--- config.mk ---
export PLATFORM = sky130hd
export DESIGN_NAME = collision_arbiter
export DESIGN_NICKNAME = d
export VERILOG_FILES = /design/src/rtl/collision_arbiter.sv
export SDC_FILE = /design/constraint.sdc
export NUM_CORES = 1
export LEC_CHECK = 0
export BUFFER_PORTS_ARGS = -buffer_cell sky130_fd_sc_hd__clkbuf_2
export CAP_MARGIN = 15
export CORE_UTILIZATION = 55
export DETAILED_ROUTE_END_ITERATION = 6
export PLACE_DENSITY = 0.83
export SETUP_SLACK_MARGIN = 0.2
export SYNTH_ARGS = -nofsm -noshare
export SYNTH_HDL_FRONTEND = slang
export SYNTH_SLANG_ARGS = --single-unit
--- constraint.sdc ---
create_clock -name debouncingclock -period 5.1 [get_ports debouncingclock]
set_input_delay 0.765 -clock debouncingclock [delete_from_list [all_inputs] [get_ports debouncingclock]]
set_output_delay 0.765 -clock debouncingclock [all_outputs]
set_load 0.01 [all_outputs]
--- src/rtl/collision_arbiter.sv ---
// Round-robin arbiter sharing one sequential AABB collision checker among four characters and the projectile.
// Latency: request sampled at E0, grant after E0, one character per cycle at E1-E4, done/results registered after E5.
// Backpressure: req is a held level; losers wait in IDLE, and a winner is never aborted except by rst.
//
// Ports: debouncingclock/rst (sync, active high); req/req_x/req_y per requester (10-bit fields);
// proj_owner selects the character the projectile must not hit; tgt_x/tgt_y are the live character positions;
// gnt/done one-hot per requester; hit_vec/oob/move_allowed are the verdict, valid with done and held afterwards.
module collision_arbiter #(
    parameter int NUM_REQ = 5,
    parameter int BOX_W   = 20,
    parameter int BOX_H   = 20,
    parameter int XLIMIT  = 319,
    parameter int YLIMIT  = 239
) (
    input  logic                   debouncingclock,
    input  logic                   rst,
    input  logic [NUM_REQ-1:0]     req,
    input  logic [NUM_REQ*10-1:0]  req_x,
    input  logic [NUM_REQ*10-1:0]  req_y,
    input  logic [1:0]             proj_owner,
    input  logic [39:0]            tgt_x,
    input  logic [39:0]            tgt_y,
    output logic [NUM_REQ-1:0]     gnt,
    output logic [NUM_REQ-1:0]     done,
    output logic [3:0]             hit_vec,
    output logic                   oob,
    output logic                   move_allowed,
    output logic                   busy
);
    localparam int IW = $clog2(NUM_REQ);
    localparam logic [10:0] BW    = 11'(BOX_W);
    localparam logic [10:0] BH    = 11'(BOX_H);
    localparam logic [10:0] OOB_X = 11'(XLIMIT - BOX_W);
    localparam logic [10:0] OOB_Y = 11'(YLIMIT - BOX_H);

    typedef enum logic [1:0] {IDLE, CHECK, RESP} state_t;

    state_t        state;
    logic [IW-1:0] rr_ptr;
    logic [IW-1:0] win_q;
    logic [1:0]    idx;
    logic [1:0]    self_idx;
    logic [3:0]    hit_acc;
    logic          oob_acc;
    logic [9:0]    box_x, box_y;
    logic [9:0]    tx_l [4];
    logic [9:0]    ty_l [4];

    // Unpacked views of the packed request coordinates
    logic [9:0]    rx [NUM_REQ];
    logic [9:0]    ry [NUM_REQ];
    always_comb begin
        for (int i = 0; i < NUM_REQ; i++) begin
            rx[i] = req_x[i*10 +: 10];
            ry[i] = req_y[i*10 +: 10];
        end
    end

    // First requester at or above rr_ptr, wrapping modulo NUM_REQ
    logic          arb_found;
    logic [IW-1:0] arb_win;
    logic [IW:0]   arb_sum;
    always_comb begin
        arb_found = 1'b0;
        arb_win   = '0;
        arb_sum   = '0;
        for (int k = 0; k < NUM_REQ; k++) begin
            arb_sum = {1'b0, rr_ptr} + (IW+1)'(k);
            if (arb_sum >= (IW+1)'(NUM_REQ))
                arb_sum = arb_sum - (IW+1)'(NUM_REQ);
            if (!arb_found && req[arb_sum[IW-1:0]]) begin
                arb_found = 1'b1;
                arb_win   = arb_sum[IW-1:0];
            end
        end
    end

    // 11-bit compare so box+size never wraps back into range
    logic [10:0] bx11, by11, tx11, ty11;
    logic        overlap, oob_now;
    always_comb begin
        bx11    = {1'b0, box_x};
        by11    = {1'b0, box_y};
        tx11    = {1'b0, tx_l[idx]};
        ty11    = {1'b0, ty_l[idx]};
        overlap = (bx11 < tx11 + BW) && (bx11 + BW > tx11) &&
                  (by11 < ty11 + BH) && (by11 + BH > ty11);
        oob_now = (bx11 > OOB_X) || (by11 > OOB_Y);
    end

    assign busy = (state != IDLE);

    always_ff @(posedge debouncingclock) begin
        if (rst) begin
            state        <= IDLE;
            rr_ptr       <= '0;
            win_q        <= '0;
            gnt          <= '0;
            done         <= '0;
            hit_vec      <= '0;
            oob          <= 1'b0;
            move_allowed <= 1'b0;
            idx          <= '0;
            self_idx     <= '0;
            hit_acc      <= '0;
            oob_acc      <= 1'b0;
            box_x        <= '0;
            box_y        <= '0;
            for (int i = 0; i < 4; i++) begin
                tx_l[i] <= '0;
                ty_l[i] <= '0;
            end
        end else begin
            done <= '0;
            case (state)
                IDLE: begin
                    if (arb_found) begin
                        gnt     <= NUM_REQ'(1) << arb_win;
                        win_q   <= arb_win;
                        box_x   <= rx[arb_win];
                        box_y   <= ry[arb_win];
                        for (int i = 0; i < 4; i++) begin
                            tx_l[i] <= tgt_x[i*10 +: 10];
                            ty_l[i] <= tgt_y[i*10 +: 10];
                        end
                        // The projectile must ignore the character that fired it
                        self_idx <= (arb_win == IW'(NUM_REQ-1)) ? proj_owner : arb_win[1:0];
                        hit_acc <= '0;
                        oob_acc <= 1'b0;
                        idx     <= '0;
                        state   <= CHECK;
                    end
                end
                CHECK: begin
                    hit_acc[idx] <= overlap && (idx != self_idx);
                    if (idx == 2'd0)
                        oob_acc <= oob_now;
                    idx <= idx + 2'd1;
                    if (idx == 2'd3)
                        state <= RESP;
                end
                RESP: begin
                    done         <= gnt;
                    hit_vec      <= hit_acc;
                    oob          <= oob_acc;
                    move_allowed <= ~oob_acc & ~|hit_acc;
                    gnt          <= '0;
                    rr_ptr       <= (win_q == IW'(NUM_REQ-1)) ? '0 : win_q + IW'(1);
                    state        <= IDLE;
                end
                default: state <= IDLE;
            endcase
        end
    end
endmodule

==> flow_metrics.py <==
metrics = {
    "status": {
        "status": "finished clean",
    },
    "placed_design": {
        "post-dp-hpwl_um": 16400,
        "post_dp_area_um2": 9910,
        "place_congestion": 0.910,
        "pre_cts_ws_ps": 767,
        "place_inst": 1221,
        "io_buf_count": 205,
    },
    "setup_path": {
        "worst-path-max-fanout": 82,
        "element_type_at_the_critical_path_start": "register",
        "worst_ep_arrival_time_ps": 4430,
        "worstReg2RegStart": "rr_ptr[1]",
        "worst_r2r_path_depth": 11,
        "required_ps": 5130,
        "worst-setup-path-type": "register to register",
        "reg2reg_setup_slack_ps": 700,
        "r2r_end": "tx_l[2][0]",
        "worstSetupEndpointType": "register",
    },
    "timing": {
        "finalHoldWorstSlack_ps": 456,
        "timing.final.crit_share_pct": 86.2,
        "clock.fmax_ghz": 0.228,
        "worstMarginPinSlew_ps": 991,
        "finalClockSkew_ps": 10.8,
        "tns_ps": 0,
        "worst_slack_ps": 705,
        "period_minus_slack_ps": 4400,
        "hold_viol_final": 0,
        "final-max-slew-violation-count": 0,
        "timing.max_slew.rel_slack_pct": 34.0,
        "grt_setup_unrepaired": "no",
        "finalSetupViolCount": 0,
    },
    "clock_tree": {
        "clkLatencyLatePin_ps": 420,
        "number_of_post_cts_setup_repair_buffers": 0,
        "ctsHoldBuffers": 0,
        "cts-buffers-inserted": 17,
        "cts.sinks": 135,
        "cts_tree": "yes",
        "clockRootBuffer": "sky130_fd_sc_hd__clkbuf_16",
        "ctsHtreeMaxLevel": 4,
        "clkSlewWorstSetupHoldPaths_ps": 60,
        "number_of_gates_given_a_new_drive_strength_after_cts": 0,
        "clock_path_buffers": 2,
    },
    "cells_and_area": {
        "antennaDiodeCount": 0,
        "post_layout_nonfiller_instances": 1251,
        "drive_above_1_share_pct": 28.4,
        "post-route-cell-area_um2": 10500,
        "seq_area_um2": 3500,
        "finalCoreUtilization_pct": 68.0,
        "finalNetCount": 1275,
        "layout-area-overhead-vs-synth_pct": 19.5,
        "area_occupied_by_multi_input_gates_um2": 4870,
        "nFillCells": 1155,
    },
    "power": {
        "power.clock.fraction_pct": 36.8,
        "power_mw": 3.07,
        "ir_drop_uv": 267,
        "net-switching-power_mw": 0.845,
        "pwr-share-comb_pct": 19.9,
        "power.share.sequential_pct": 43.3,
        "netSwitchingFraction_pct": 27.6,
        "p_int_mw": 2.22,
        "pwr_density_cell_nw_per_um2": 293,
        "power.static_leakage_nw": 4.52,
    },
    "hold_path": {
        "worst_hold_path.endpoint": "hit_vec[0]",
        "worst_hold_path_type": "register to register",
        "holdCritStartpoint": "hit_vec[0]",
        "min_path_cells": 2,
    },
    "synth": {
        "synth_async_sr_flop_share_pct": 0,
        "synth_most_common_cell": "sky130_fd_sc_hd__and2_1",
        "synth_seq_area_share_pct": 40.0,
        "synth_fp_nets": 1086,
        "synth.lib_cells_used.distinct": 85,
        "synthesis.area_per_instance_um2": 10.4,
        "synth.largest_area_cell": "sky130_fd_sc_hd__edfxtp_1",
        "synth_enable_flop_cells": 80,
        "synth.ff_latch_count": 135,
        "ys_dominant_reg_cell": "sky130_fd_sc_hd__edfxtp_1",
        "synthCells": 840,
        "synth_largest_type_area_fraction_pct": 27.5,
        "yosys-top-cells-area": "sky130_fd_sc_hd__edfxtp_1 (27%), sky130_fd_sc_hd__dfxtp_1 (13%), sky130_fd_sc_hd__ha_1 (8.0%)",
        "syn_area_um2": 8750,
        "most_common_library_cells_after_synthesis": "sky130_fd_sc_hd__and2_1 (82), sky130_fd_sc_hd__edfxtp_1 (80), sky130_fd_sc_hd__ha_1 (56), sky130_fd_sc_hd__dfxtp_1 (55), sky130_fd_sc_hd__nand2_1 (52)",
        "synth.yosys.warnings": 0,
    },
    "floorplanning": {
        "die_area_um2": 16400,
        "ios": 206,
        "core.rowCount": 45,
        "core_um2": 15400,
        "die-height_um": 128,
        "floorplan.initialDensity_pct": 56.9,
        "die_extent_in_x_um": 128,
    },
    "drt": {
        "final_antenna_net_count": 0,
        "route.detailed.vias_per_inst": 5.78,
        "detail_route.wirelength_um": 22300,
        "firstDrtPassIters": 5,
        "route.detailed.drc": 0,
        "detailedRoute.firstIterationViolations": 414,
        "routed-via-count": 7226,
        "avgRoutedWirePerCell_um": 17.8,
    },
    "global_route": {
        "grt_start_max_net_pins": 83,
        "grt_antenna_before_repair": 0,
        "grt_pass1_wl_um": 34900,
        "globalRouteTotalUtil_pct": 27.6,
        "first_global_vias": 6859,
        "globalRoute.totalOverflow": 0,
    },
    "job": {
        "cap_viol_max_count": 0,
    },
}
-- sequential cells by signal (all words and copies together), names as in the netlist, 4 cells and up, named ones only --
signal and flops:
ty_l 40, gnt 5, done 5, hit_vec 4, box_x 10, hit_acc 4, box_y 10, tx_l 40
-- final cells by class --
class	instances	share of cell area, %
clock inverter	11	0.982
clock buffer	19	4.14
timing repair buffer	218	10.8
tap	211	2.53
multi-input combinational	616	46.6
inverter	41	1.51
sequential	135	33.5
-- power by group through the flow --
stage | Sequential [mW] | Clock, mW | Combinational, mW
6_report | 1.33 | 1.13 | 0.610
3_5_place_dp | 1.35 | 0 | 0.604
3_3_place_gp | 1.34 | 0 | 0.587
4_1_cts | 1.33 | 1.14 | 0.612
2_1_floorplan | 1.32 | 0 | 0.429
5_1_grt | 1.34 | 1.19 | 0.678
-- metal layers --
metal | vias to the layer above | share of wire (%) | GRT usage [%]
met5 | - | 0 | 0
met2 | 309 | 46 | 45.2
met1 | 3388 | 45 | 36.6
met3 | 31 | 6.8 | 6.05
li1 | 3498 | - | -
met4 | 0 | 2.2 | 8.65
-- cell families after synthesis --
group | after synthesis | share of synthesized area [%]
XOR/XNOR | 29 | 2.90
buffers and inverters | 89 | 4.46
AO/OA/AOI/OAI | 217 | 18.6
flip-flops | 135 | 40.0
AND/OR/NAND/NOR | 265 | 17.1
adder cells (fa/ha/maj) | 57 | 8.24
multiplexers | 48 | 8.68
-- placed cells by master, fill, tap and decap left out, types with 12 or more instances in the layout --
cell | Yosys | layout
sky130_fd_sc_hd__nor2_1 | 24 | 24
sky130_fd_sc_hd__clkbuf_2 | 1 | 205
sky130_fd_sc_hd__nand3_1 | 36 | 36
sky130_fd_sc_hd__ha_1 | 56 | 56
sky130_fd_sc_hd__xnor2_1 | 22 | 22
sky130_fd_sc_hd__mux2i_1 | 23 | 23
sky130_fd_sc_hd__dfxtp_1 | 55 | 55
sky130_fd_sc_hd__clkbuf_16 | 0 | 17
sky130_fd_sc_hd__o211ai_1 | 25 | 25
sky130_fd_sc_hd__a21oi_1 | 35 | 35
sky130_fd_sc_hd__mux4_2 | 22 | 22
sky130_fd_sc_hd__edfxtp_1 | 80 | 80
sky130_fd_sc_hd__a21bo_1 | 20 | 20
sky130_fd_sc_hd__buf_4 | 4 | 13
sky130_fd_sc_hd__nand2_1 | 52 | 52
sky130_fd_sc_hd__a22oi_1 | 21 | 21
sky130_fd_sc_hd__and2_1 | 82 | 82
sky130_fd_sc_hd__nand4_1 | 12 | 12
sky130_fd_sc_hd__inv_1 | 39 | 39
sky130_fd_sc_hd__nand2b_1 | 12 | 12
sky130_fd_sc_hd__o21ai_0 | 31 | 31
-- critical path: stages, from the launching register on --
cell and delay (ps):
sky130_fd_sc_hd__dfxtp_1 540, sky130_fd_sc_hd__inv_1 240, sky130_fd_sc_hd__ha_1 650, sky130_fd_sc_hd__mux4_2 580, sky130_fd_sc_hd__mux2_2 290, sky130_fd_sc_hd__o21ai_1 220
sky130_fd_sc_hd__nand2b_1 250, sky130_fd_sc_hd__o31ai_4 260, sky130_fd_sc_hd__buf_4 240, sky130_fd_sc_hd__nor2b_2 220, sky130_fd_sc_hd__clkinv_2 70, sky130_fd_sc_hd__buf_4 400
-- how the worst max path moves through the flow --
| stage | startpoint | to | slack, ps | cells after the start |
|---|---|---|---|---|
| floorplan | rr_ptr[0] | tx_l[0][0] | 1080 | 15 |
| CTS | rr_ptr[1] | tx_l[2][0] | 740 | 12 |
| global placement | rr_ptr[1] | tx_l[0][2] | 840 | 12 |
| detailed placement | rr_ptr[1] | tx_l[0][6] | 770 | 12 |
| global route | rr_ptr[1] | ty_l[2][0] | 440 | 11 |
| finish | rr_ptr[1] | tx_l[2][0] | 700 | 11 |
Power figures use the tool's default switching activity.
